`config.mk`:
```
export PLATFORM = sky130hd
export DESIGN_NAME = ad_frame_rx
export DESIGN_NICKNAME = d
export VERILOG_FILES = /design/src/rtl/blaster_pkg.sv /design/src/rtl/ad_lane_shift.sv /design/src/rtl/ad_frame_rx.sv
export SDC_FILE = /design/constraint.sdc
export NUM_CORES = 1
export LEC_CHECK = 0
export BUFFER_PORTS_ARGS = -buffer_cell sky130_fd_sc_hd__buf_2
export CORE_ASPECT_RATIO = 0.75
export CORE_MARGIN = 3
export CORE_UTILIZATION = 60
export DETAILED_ROUTE_END_ITERATION = 6
export GPL_ROUTABILITY_DRIVEN = 0
export GPL_TIMING_DRIVEN = 0
export PLACE_DENSITY = 0.84
export SYNTH_ARGS = -nofsm -noshare
export SYNTH_HDL_FRONTEND = slang
export SYNTH_HIERARCHICAL = 1
export SYNTH_SLANG_ARGS = --single-unit
```
`constraint.sdc`:
```
create_clock -name clk -period 4.6 [get_ports clk]
set_input_delay 0.23 -clock clk [delete_from_list [all_inputs] [get_ports clk]]
set_output_delay 0.23 -clock clk [all_outputs]
set_load 0.1 [all_outputs]
```
`src/rtl/blaster_pkg.sv`:
```
// Shared constants and FSM state encoding for the dual-channel ADC frame receiver.
package blaster_pkg;

    localparam int ADC_BITS  = 12;
    localparam int QUIET_LEN = 2;
    localparam int DATA_LEN  = 6;
    localparam int CYC_W     = 6;
    localparam int CNT_W     = 16;

    typedef enum logic [2:0] {
        ST_IDLE,
        ST_QUIET,
        ST_LEAD,
        ST_DATA,
        ST_TAIL
    } rx_state_e;

endpackage

```
`src/rtl/ad_lane_shift.sv`:
```
// Two-lane MSB-first deserializer with a held output word updated on a load strobe.
module ad_lane_shift
    import blaster_pkg::*;
(
    input  logic                clk,
    input  logic                reset_n,
    input  logic                shift_en,
    input  logic                load,
    input  logic [1:0]          sdata,
    output logic [ADC_BITS-1:0] sample
);

    logic [ADC_BITS-1:0] shift_d, shift_q;
    logic [ADC_BITS-1:0] sample_d, sample_q;

    // Lane 1 lands one bit above lane 0, so each shift consumes one bit pair.
    always_comb begin
        shift_d  = shift_q;
        sample_d = sample_q;
        if (shift_en) begin
            shift_d = {shift_q[ADC_BITS-3:0], sdata};
        end
        if (load) begin
            sample_d = shift_q;
        end
    end

    always_ff @(posedge clk) begin
        if (!reset_n) begin
            shift_q  <= '0;
            sample_q <= '0;
        end else begin
            shift_q  <= shift_d;
            sample_q <= sample_d;
        end
    end

    assign sample = sample_q;

endmodule

```
`src/rtl/ad_frame_rx.sv`:
```
// Frame sequencer for a dual-channel, two-lane serial ADC: drives chip select,
// deserializes both channels and publishes each completed conversion with a strobe.
module ad_frame_rx
    import blaster_pkg::*;
#(
    parameter int FRAME_LEN = 16,
    parameter int LEAD      = 1
) (
    input  logic                clk,
    input  logic                reset_n,
    input  logic                enable,
    output logic                ad_cs,
    input  logic [1:0]          ad_sdata_a,
    input  logic [1:0]          ad_sdata_b,
    output logic [ADC_BITS-1:0] sample_a,
    output logic [ADC_BITS-1:0] sample_b,
    output logic                sample_valid,
    output logic [CNT_W-1:0]    frame_cnt,
    output logic                busy
);

    if (FRAME_LEN < 10 || FRAME_LEN > 64) begin : g_bad_frame_len
        $error("ad_frame_rx: FRAME_LEN must be within 10..64");
    end
    if (LEAD < 0 || LEAD > 2) begin : g_bad_lead
        $error("ad_frame_rx: LEAD must be within 0..2");
    end

    localparam logic [CYC_W-1:0] LEAD_START = CYC_W'(QUIET_LEN);
    localparam logic [CYC_W-1:0] DATA_START = CYC_W'(QUIET_LEN + LEAD);
    localparam logic [CYC_W-1:0] DATA_LAST  = CYC_W'(QUIET_LEN + LEAD + DATA_LEN - 1);
    localparam logic [CYC_W-1:0] FRAME_LAST = CYC_W'(FRAME_LEN - 1);

    rx_state_e          state_d, state_q;
    logic [CYC_W-1:0]   cyc_d, cyc_q;
    logic               ad_cs_d, ad_cs_q;
    logic               busy_d, busy_q;
    logic               data_done_d, data_done_q;
    logic               sample_valid_d, sample_valid_q;
    logic [CNT_W-1:0]   frame_cnt_d, frame_cnt_q;

    // Pin-level outputs are derived from the next state so they line up with it once registered.
    always_comb begin
        state_d        = state_q;
        cyc_d          = cyc_q;
        data_done_d    = 1'b0;
        sample_valid_d = data_done_q;
        frame_cnt_d    = frame_cnt_q;
        if (data_done_q) begin
            frame_cnt_d = frame_cnt_q + 16'd1;
        end
        if (state_q == ST_IDLE) begin
            if (enable) begin
                state_d = ST_QUIET;
                cyc_d   = '0;
            end
        end else begin
            data_done_d = (state_q == ST_DATA) && (cyc_q == DATA_LAST);
            if (cyc_q == FRAME_LAST) begin
                cyc_d   = '0;
                state_d = enable ? ST_QUIET : ST_IDLE;
            end else begin
                cyc_d = cyc_q + 1'b1;
                if (cyc_d < LEAD_START) begin
                    state_d = ST_QUIET;
                end else if (cyc_d < DATA_START) begin
                    state_d = ST_LEAD;
                end else if (cyc_d <= DATA_LAST) begin
                    state_d = ST_DATA;
                end else begin
                    state_d = ST_TAIL;
                end
            end
        end
        ad_cs_d = (state_d == ST_IDLE) || (state_d == ST_QUIET);
        busy_d  = (state_d != ST_IDLE);
    end

    always_ff @(posedge clk) begin
        if (!reset_n) begin
            state_q        <= ST_IDLE;
            cyc_q          <= '0;
            ad_cs_q        <= 1'b1;
            busy_q         <= 1'b0;
            data_done_q    <= 1'b0;
            sample_valid_q <= 1'b0;
            frame_cnt_q    <= '0;
        end else begin
            state_q        <= state_d;
            cyc_q          <= cyc_d;
            ad_cs_q        <= ad_cs_d;
            busy_q         <= busy_d;
            data_done_q    <= data_done_d;
            sample_valid_q <= sample_valid_d;
            frame_cnt_q    <= frame_cnt_d;
        end
    end

    ad_lane_shift u_lane_a (
        .clk      (clk),
        .reset_n  (reset_n),
        .shift_en (state_q == ST_DATA),
        .load     (data_done_q),
        .sdata    (ad_sdata_a),
        .sample   (sample_a)
    );

    ad_lane_shift u_lane_b (
        .clk      (clk),
        .reset_n  (reset_n),
        .shift_en (state_q == ST_DATA),
        .load     (data_done_q),
        .sdata    (ad_sdata_b),
        .sample   (sample_b)
    );

    assign ad_cs        = ad_cs_q;
    assign busy         = busy_q;
    assign sample_valid = sample_valid_q;
    assign frame_cnt    = frame_cnt_q;

endmodule
```
==> impl_metrics.toml, run 1 <==
[die]
ios = 50
row_count = 22
die_h_um = 69.4
dieArea_um2 = 6280
core_area_um2 = 5040
die_width_um = 90.5
start_util_pct = 63.8

[placement]
dp.cells = 435
dpl-instance-area_um2 = 3550
numPortBuffers = 49
place_hpwl_mm = 4.15

[sta]
maxSlewViolCount = 0
fin_skew_ns = 0.00758
fmax_mhz = 522
fin_crit_sh_pct = 41.7
relSlewSlack_pct = 67.1
rsz0062_at_grt = "false"
holdWs_ns = 0.149
final-setup-viol-count = 0
setup-tns-final_ns = 0
worstMarginPinSlew_ns = 0.494
final-hold-violation-count = 0
post-route-min-period_ns = 1.92

[synthesis]
avgSynthCellArea_um2 = 10.2
synth_top_area_share_pct = 47.9
synth_edf_count = 0
ys.flop_type = "dfxtp_1"
synth.area.top_cells = "dfxtp_1, mux2i_1, nor2b_1"
synth_area_um2 = 3220
synth_async_sr_flop_share_pct = 0
synthCells = 314
ys_warn_count = 6
synth_top_area_cell = "dfxtp_1"
syn_nets = 325
synthDistinctLibCells = 40
seq_area_frac_synth_pct = 47.9
synth_seq_cells = 77

[clocking]
clockBufferDepth = 2
clk_latency_ns = 0.34
post-cts-setup-buffers = 0
clkTransAtPathRegs_ns = 0.08
numCtsBuffers = 9
cts_tree = "done"
cts_num_sinks = 77
htreeDepth = 3
cts_hold_buf = 0
root_buffer = "clkbuf_8"
cts.repair.resized = 0

[layout]
final_layout_size_suffix_gt1_share_pct = 22.2
fillCellCount = 383
regArea_um2 = 1540
multi_input_area_um2 = 1550
diodes = 0
layout_commonest_cell = "dfxtp_1"
finalCoreUtilization_pct = 74.7
layout.cells.non_filler = 450
final_cell_mix = "dfxtp_1, buf_2, mux2i_1"
fin_area_um2 = 3760
area_growth_syn_to_layout_pct = 17.0
nets = 385

[setup_path]
cp_slowest_cell = "dfxtp_1"
worst-path-max-fanout = 5
startpoint_type = "flop"
endpoint_kind = "flop"
critPathRequiredTime_ns = 4.87
crit_top_cell = "inv_1"
path_class = "reg2reg"
cp_slowest_stage_delay_ns = 0.43
arrival_ns = 2.19
crit_chain = "inv_1, ha_1, o21ba_1, a311oi_1, o32a_1, inv_1, o2bb2ai_1"

[detailed_routing]
wire_per_inst_um = 13.5
firstDrtPassIters = 4
num_vias = 2324
route.detailed.drc = 0
routed_wl_mm = 6.08
avgViaCountPerCell = 5.16
first_iter_violations = 123
antenna_left = 0

[grt]
grt_first_pass_wirelength_mm = 10.2
antenna_found_initial = 0
grt_start_max_net_pins = 18
grt_pass1_vias = 2197
grt-ovfl-total = 0
grt_usage_pct = 20.2

[pwr]
power_density_nw_per_um2 = 347
vdd_ir_drop_max_v = 0.000210
p_leak_nw = 1.44

[worst_hold_path]
worstHoldPathType = "in2reg"

[status]
run_status = "complete, no violations"

[flow_run]
maxCapViolCount = 0
-- where the power goes --
part           total [mW]  internal (mW)  switching, mW
Combinational      0.0816         0.0300         0.0516
Clock               0.545          0.303          0.242
Sequential          0.678          0.672        0.00571
-- cell families after synthesis --
family,Yosys count,share of synthesized area (%)
buffers and inverters,21,4.01
flip-flops,77,47.9
adder cells (fa/ha/maj),4,1.56
AO/OA/AOI/OAI,21,4.71
multiplexers,49,15.3
AND/OR/NAND/NOR,127,22.5
XOR/XNOR,15,4.09
-- cells in the mapped netlist, drive strengths merged (3+ instances only) --
| cell type | n |
|---|---|
| mux2i | 49 |
| nor3 | 6 |
| nand4 | 7 |
| nor2 | 31 |
| buf | 9 |
| inv | 6 |
| ha | 4 |
| nand3 | 5 |
| and3 | 6 |
| nand2 | 13 |
| o21ai | 5 |
| xor2 | 10 |
| a21oi | 7 |
| nor2b | 48 |
| dfxtp | 77 |
| xnor2 | 5 |
| clkbuf | 6 |
| a311oi | 3 |
-- registers in the layout, summed over array words and instances, names as in the netlist --
register,count
data_done_q,1
ad_cs,1
frame_cnt,16
u_lane_a/shift_q,12
u_lane_b/shift_q,12
busy,1
u_lane_a/sample,12
state_q,3
u_lane_b/sample,12
sample_valid,1
cyc_q,6
-- critical path: cells and delay by family, from the launching register on --
| kind | cells | cell delay, ns |
|---|---|---|
| AO/OA/AOI/OAI | 4 | 0.84 |
| buffers and inverters | 2 | 0.19 |
| flip-flops | 1 | 0.43 |
| adder cells (fa/ha/maj) | 1 | 0.38 |
-- layout make-up --
type / count / area share, %
Tap cell: 72 / 2.39
Timing Repair Buffer: 49 / 6.52
Clock inverter: 6 / 2.33
Sequential cell: 77 / 41.0
Inverter: 6 / 0.599
Buffer: 15 / 2.83
Clock buffer: 9 / 3.29
Multi-Input combinational cell: 216 / 41.1
-- worst paths after layout --
check / start / end / slack, ns / depth (start not counted)
min: ad_sdata_b[0] / u_lane_b/shift_q[0] / 0.15 / 3
max: cyc_q[0] / state_q[0] / 2.68 / 7
min reg2reg: u_lane_b/sample[7] / u_lane_b/sample[7] / 0.51 / 2
max reg2reg: cyc_q[0] / state_q[0] / 2.68 / 7
-- per-stage QoR --
step	power, mW	setup WS [ns]
after detailed placement	0.774	2.74
after CTS	1.31	2.73
after global placement	0.772	2.84
after global routing	1.35	2.56
final	1.30	2.68
after floorplan	0.754	2.51
-- metal layers --
layer | vias to the layer above | track usage (%) | share of wire (%)
met5 | - | 0 | 0
met2 | 68 | 32.2 | 45
met4 | 0 | 5.09 | 0.63
li1 | 1177 | - | -
met3 | 4 | 8.24 | 6.3
met1 | 1075 | 25.4 | 48
(Power assumes the default switching activity.)
==> inputs of run 2 (changes only) <==
- CORE_UTILIZATION: 60 -> 50
- PLACE_DENSITY: 0.84 -> 0.74
- clock period: 4.6 -> 1.7 ns (I/O delays scaled with it)
==> run 2 against run 1 <==
  * Critical path depth unchanged
  * Worst setup slack worse by 2.6 ns
  * Critical path type unchanged
  * Clock power rose to 2.6 times the previous value
  * Critical endpoint unchanged
  * Largest cell class is now registers
==> impl_metrics.toml, run 2 (synthesis gave the netlist of run 1 again) <==
[setup_path]
critPathBufInv = 2
path_class = "reg2reg"
critPathRequiredTime_ns = 1.97
arrival_ns = 1.89
cp_slowest_stage_delay_ns = 0.39
worst-path-max-fanout = 7
path_delay_family = "compound AO/OA/AOI/OAI gates"
crit_top_cell = "inv_1"
crit_chain = "inv_1, ha_4, o21ba_1, a311oi_2, o32a_1, inv_1, o2bb2ai_1"
startpoint_type = "flop"
endpoint_kind = "flop"
cp_slowest_cell = "dfxtp_2"

[die]
die_width_um = 98.6
ios = 50
core_area_um2 = 6010
row_count = 24
die_h_um = 75.5
dieArea_um2 = 7440
start_util_pct = 53.5

[clocking]
cts_tree = "done"
post-cts-setup-buffers = 0
htreeDepth = 3
clk_latency_ns = 0.35
cts_num_sinks = 77
clockBufferDepth = 2
numCtsBuffers = 9
clkTransAtPathRegs_ns = 0.08
root_buffer = "clkbuf_8"

[sta]
fin_crit_sh_pct = 95.2
holdWs_ns = 0.0271
final-setup-viol-count = 0
fmax_mhz = 618
final-hold-violation-count = 0
maxSlewViolCount = 0
fin_skew_ns = 0.0101
worstMarginPinSlew_ns = 0.513
rsz0062_at_grt = "true"
post-route-min-period_ns = 1.62
timing.final.ws_setup_ns = 0.0810
relSlewSlack_pct = 65.8

[layout]
final_layout_size_suffix_gt1_share_pct = 27.2
final_cell_mix = "dfxtp_1, buf_2, mux2i_1"
diodes = 0
layout_commonest_cell = "dfxtp_1"
layout.cells.non_filler = 460
nets = 388
fillCellCount = 515
largest_reg_flops = 16
area_growth_syn_to_layout_pct = 19.3

[detailed_routing]
routed_wl_mm = 5.92
wire_per_inst_um = 12.9
firstDrtPassIters = 4
first_iter_violations = 61
avgViaCountPerCell = 5.02
route.detailed.drc = 0
num_vias = 2307
antenna_left = 0

[grt]
grt_usage_pct = 16.8
grt_first_pass_wirelength_mm = 9.96
grt_pass1_vias = 2131
antenna_found_initial = 0
grt_start_max_net_pins = 18
grt-ovfl-total = 0

[status]
run_status = "complete, no violations"

[placement]
place_ws_ns = -0.127
place_hpwl_mm = 4.20
numPortBuffers = 49
dp.cells = 441

[pwr]
vdd_ir_drop_max_v = 0.000440
power_density_nw_per_um2 = 907
p_leak_nw = 1.45

[flow_run]
maxCapViolCount = 0

[worst_hold_path]
worstHoldPathType = "in2reg"
-- run 2: cell count changes in the layout (fill, tap and decap cells not counted), sizes merged --
cell         delta
bufinv          -1
clkinv          -2
clkinvlp        +2
dlygate4sd3     +3
inv             +2
-- run 2: worst paths after layout --
kind	start	to	depth (start not counted)	slack, ns
max	cyc_q[1]	state_q[0]	7	0.08
min	ad_sdata_b[0]	u_lane_b/shift_q[0]	3	0.03
max reg2reg	cyc_q[1]	state_q[0]	7	0.08
min reg2reg	u_lane_a/sample[4]	u_lane_a/sample[4]	2	0.52
-- run 2: per-layer routing --
layer  global-route usage (%)  vias up  part of all wire [%]
li1                         -     1183                     -
met1                     21.9     1082                    51
met2                     26.3       40                    44
met3                     6.77        2                   5.2
met4                     5.00        0                  0.39
met5                        0        -                     0
-- run 2: cell type report --
cell class	count	area, um^2	share of cell area, %
Buffer	15	106	2.77
Timing Repair Buffer	52	275	7.18
Sequential cell	77	1560	40.8
Inverter	6	22.5	0.587
Tap cell	78	97.6	2.54
Clock buffer	9	124	3.23
Clock inverter	7	82.6	2.15
Multi-Input combinational cell	216	1560	40.8
-- run 2: repair_timing --
item	4_1_cts	5_1_grt
hold buffers	3	0
pin swaps	0	0
setup endpoints to repair	6	5
hold endpoints to repair	3	0
gates resized for setup	4	3
-- run 2: worst register-to-register path: stages (launching register included) --
cell	delay, ns
dfxtp_2	0.39
inv_1	0.10
ha_4	0.24
o21ba_1	0.18
a311oi_2	0.26
o32a_1	0.20
inv_1	0.06
o2bb2ai_1	0.12
-- run 2: stage by stage --
step | instance area (um^2) | setup TNS, ns | utilization [%] | power [mW]
finish | 3840 | 0 | 63.9 | 3.48
global route | 3840 | -0.0337 | 63.9 | 3.63
detailed placement | 3570 | -0.299 | 59.5 | 2.10
global placement | 3570 | -0.215 | 59.5 | 2.09
CTS | 3830 | 0 | 63.8 | 3.53
floorplan | 3230 | 0 | - | 2.04
-- run 2: power breakdown --
group	switching, mW	internal [mW]
Combinational	0.144	0.0946
Clock	0.708	0.700
Sequential	0.0145	1.82
Total	0.866	2.61
==> inputs of run 3 (changes only) <==
- HOLD_SLACK_MARGIN: unset -> 0.1
- TNS_END_PERCENT: unset -> 1
==> run 3 against run 2 <==
  * Worst setup slack improved by 0.025 ns
  * Clock power fell by 16%
  * Register-to-register slack improved by 0.03 ns
  * Die area did not move
  * First-iteration DRC count fell by 6.6%
  * Sequential power barely moved
  * Sequential cell count did not move
  * Critical path type unchanged
  * Critical path depth did not move
  * Final cell count rose by 0.65%
  * Wire length rose by 4.3%
  * Hold slack improved by 0.49 ns
  * Largest cell class is now multi-input gates
==> impl_metrics.toml, run 3 (synthesis gave the netlist of run 1 again) <==
[clocking]
clk_latency_ns = 0.34
htreeDepth = 3
root_buffer = "clkbuf_8"
clockBufferDepth = 2
cts_num_sinks = 77
clkTransAtPathRegs_ns = 0.08
numCtsBuffers = 9
cts_tree = "done"

[detailed_routing]
first_iter_violations = 57
firstDrtPassIters = 4
avgViaCountPerCell = 4.96
routed_wl_mm = 6.17
num_vias = 2297
wire_per_inst_um = 13.3
antenna_left = 0
route.detailed.drc = 0

[pwr]
clkPwrFrac_pct = 36.3
vdd_ir_drop_max_v = 0.000515
power_switching_mw = 0.822
p_leak_nw = 1.44
p_sw_share_pct = 25.2
p_int_mw = 2.45
seqPwrFrac_pct = 56.1
total_power_mw = 3.27
power_density_nw_per_um2 = 854
p_comb_share_pct = 7.6

[placement]
dp.cells = 441
place_hpwl_mm = 4.31
numPortBuffers = 49

[grt]
grt_pass1_vias = 2191
use_met1_pct = 22.6
grt_first_pass_wirelength_mm = 10.4
grt_usage_pct = 17.7
grt-ovfl-total = 0
grt_start_max_net_pins = 18
met2_usage_pct = 27.5
use_met3_pct = 7.50
antenna_found_initial = 0
grt_busiest_layer = "met2"

[sta]
rsz0062_at_grt = "false"
post-route-min-period_ns = 1.59
final-setup-viol-count = 0
worstMarginPinSlew_ns = 0.502
fin_crit_sh_pct = 93.8
relSlewSlack_pct = 66.5
fin_skew_ns = 0.00642
fmax_mhz = 627
final-hold-violation-count = 0
maxSlewViolCount = 0

[setup_path]
endpoint_kind = "flop"
startpoint_type = "flop"
critPathRequiredTime_ns = 1.98
arrival_ns = 1.88
startpoint = "cyc_q[1]"
path_class = "reg2reg"
rrSetupSlack_ns = 0.11
r2r_start = "cyc_q[1]"
worst-path-max-fanout = 7

[layout]
finalCoreUtilization_pct = 63.7
layout.cells.non_filler = 463
layout_commonest_cell = "dfxtp_1"
largest_reg_flops = 16
nets = 391
area_growth_syn_to_layout_pct = 18.9
final_layout_size_suffix_gt1_share_pct = 26.8
fillCellCount = 528
final_cell_mix = "dfxtp_1, buf_2, mux2i_1"
diodes = 0

[worst_hold_path]
hold_start = "u_lane_b/sample[2]"
worstHoldPathType = "reg2reg"

[status]
run_status = "complete, no violations"

[die]
start_util_pct = 53.5
die_width_um = 98.6
row_count = 24
dieArea_um2 = 7440
core_area_um2 = 6010
ios = 50
die_h_um = 75.5

[flow_run]
maxCapViolCount = 0
-- run 3: cell count changes in the layout (fill, tap and decap cells not counted), sizes merged --
| cell | delta |
|---|---|
| dlygate4sd3 | +3 |
| clkinv | +2 |
| inv | -2 |
| bufinv | -1 |
| clkbuf | +1 |
-- run 3: worst paths after layout --
path,endpoint,cells past startpoint
worst max-delay path,state_q[0],7
worst max register to register,state_q[0],7
worst min-delay path,u_lane_b/sample[2],2
worst min register to register,u_lane_b/sample[2],2
-- run 3: layout make-up --
cell class	instances	area [um^2]	area share, %
Multi-Input combinational cell	216	1570	41.0
Sequential cell	77	1560	40.8
Timing Repair Buffer	55	305	7.98
Clock buffer	10	128	3.34
Buffer	15	106	2.78
Tap cell	78	97.6	2.55
Clock inverter	6	38.8	1.01
Inverter	6	22.5	0.589
-- run 3: through the flow --
step	setup TNS, ns	hold WS, ns	setup slack (ns)	instance area [um^2]
floorplan	-0.0767	0.168	-0.0767	3230
global placement	-0.169	0.352	-0.0886	3570
detailed placement	-0.282	0.357	-0.108	3570
CTS	0	0.520	0.00217	3820
global route	0	0.532	0.000479	3820
finish	0	0.515	0.106	3820
-- run 3: worst max-delay path, stage by stage (launching register included) --
cell,delay (ns)
dfxtp_2,0.39
inv_1,0.10
ha_4,0.25
o21ba_1,0.18
a311oi_2,0.25
o32a_1,0.19
inv_1,0.06
o2bb2ai_1,0.11
-- run 3: per-layer routing --
layer  wire (um)  vias to the layer above  part of all wire, %
met4          76                        0                  1.2
met5           0                        -                    0
met1        3010                     1062                   49
li1            -                     1187                    -
met2        2770                       40                   45
met3         313                        8                  5.1
-- run 3: repair_timing --
item | in CTS | in global routing
hold buffers | 6 | 0
hold endpoints to repair | 6 | 0
pin swaps | 0 | 0
endpoints found under the setup margin | 7 | 3
buffers inserted | 0 | 0
resized for setup | 4 | 3
-- run 3: power by group through the flow --
stage | registers [mW] | logic [mW] | clock network (mW)
final | 1.83 | 0.248 | 1.18
after floorplan | 1.90 | 0.140 | 0
after CTS | 1.83 | 0.243 | 1.23
after detailed placement | 1.87 | 0.221 | 0
after global placement | 1.87 | 0.219 | 0
after global routing | 1.84 | 0.269 | 1.31
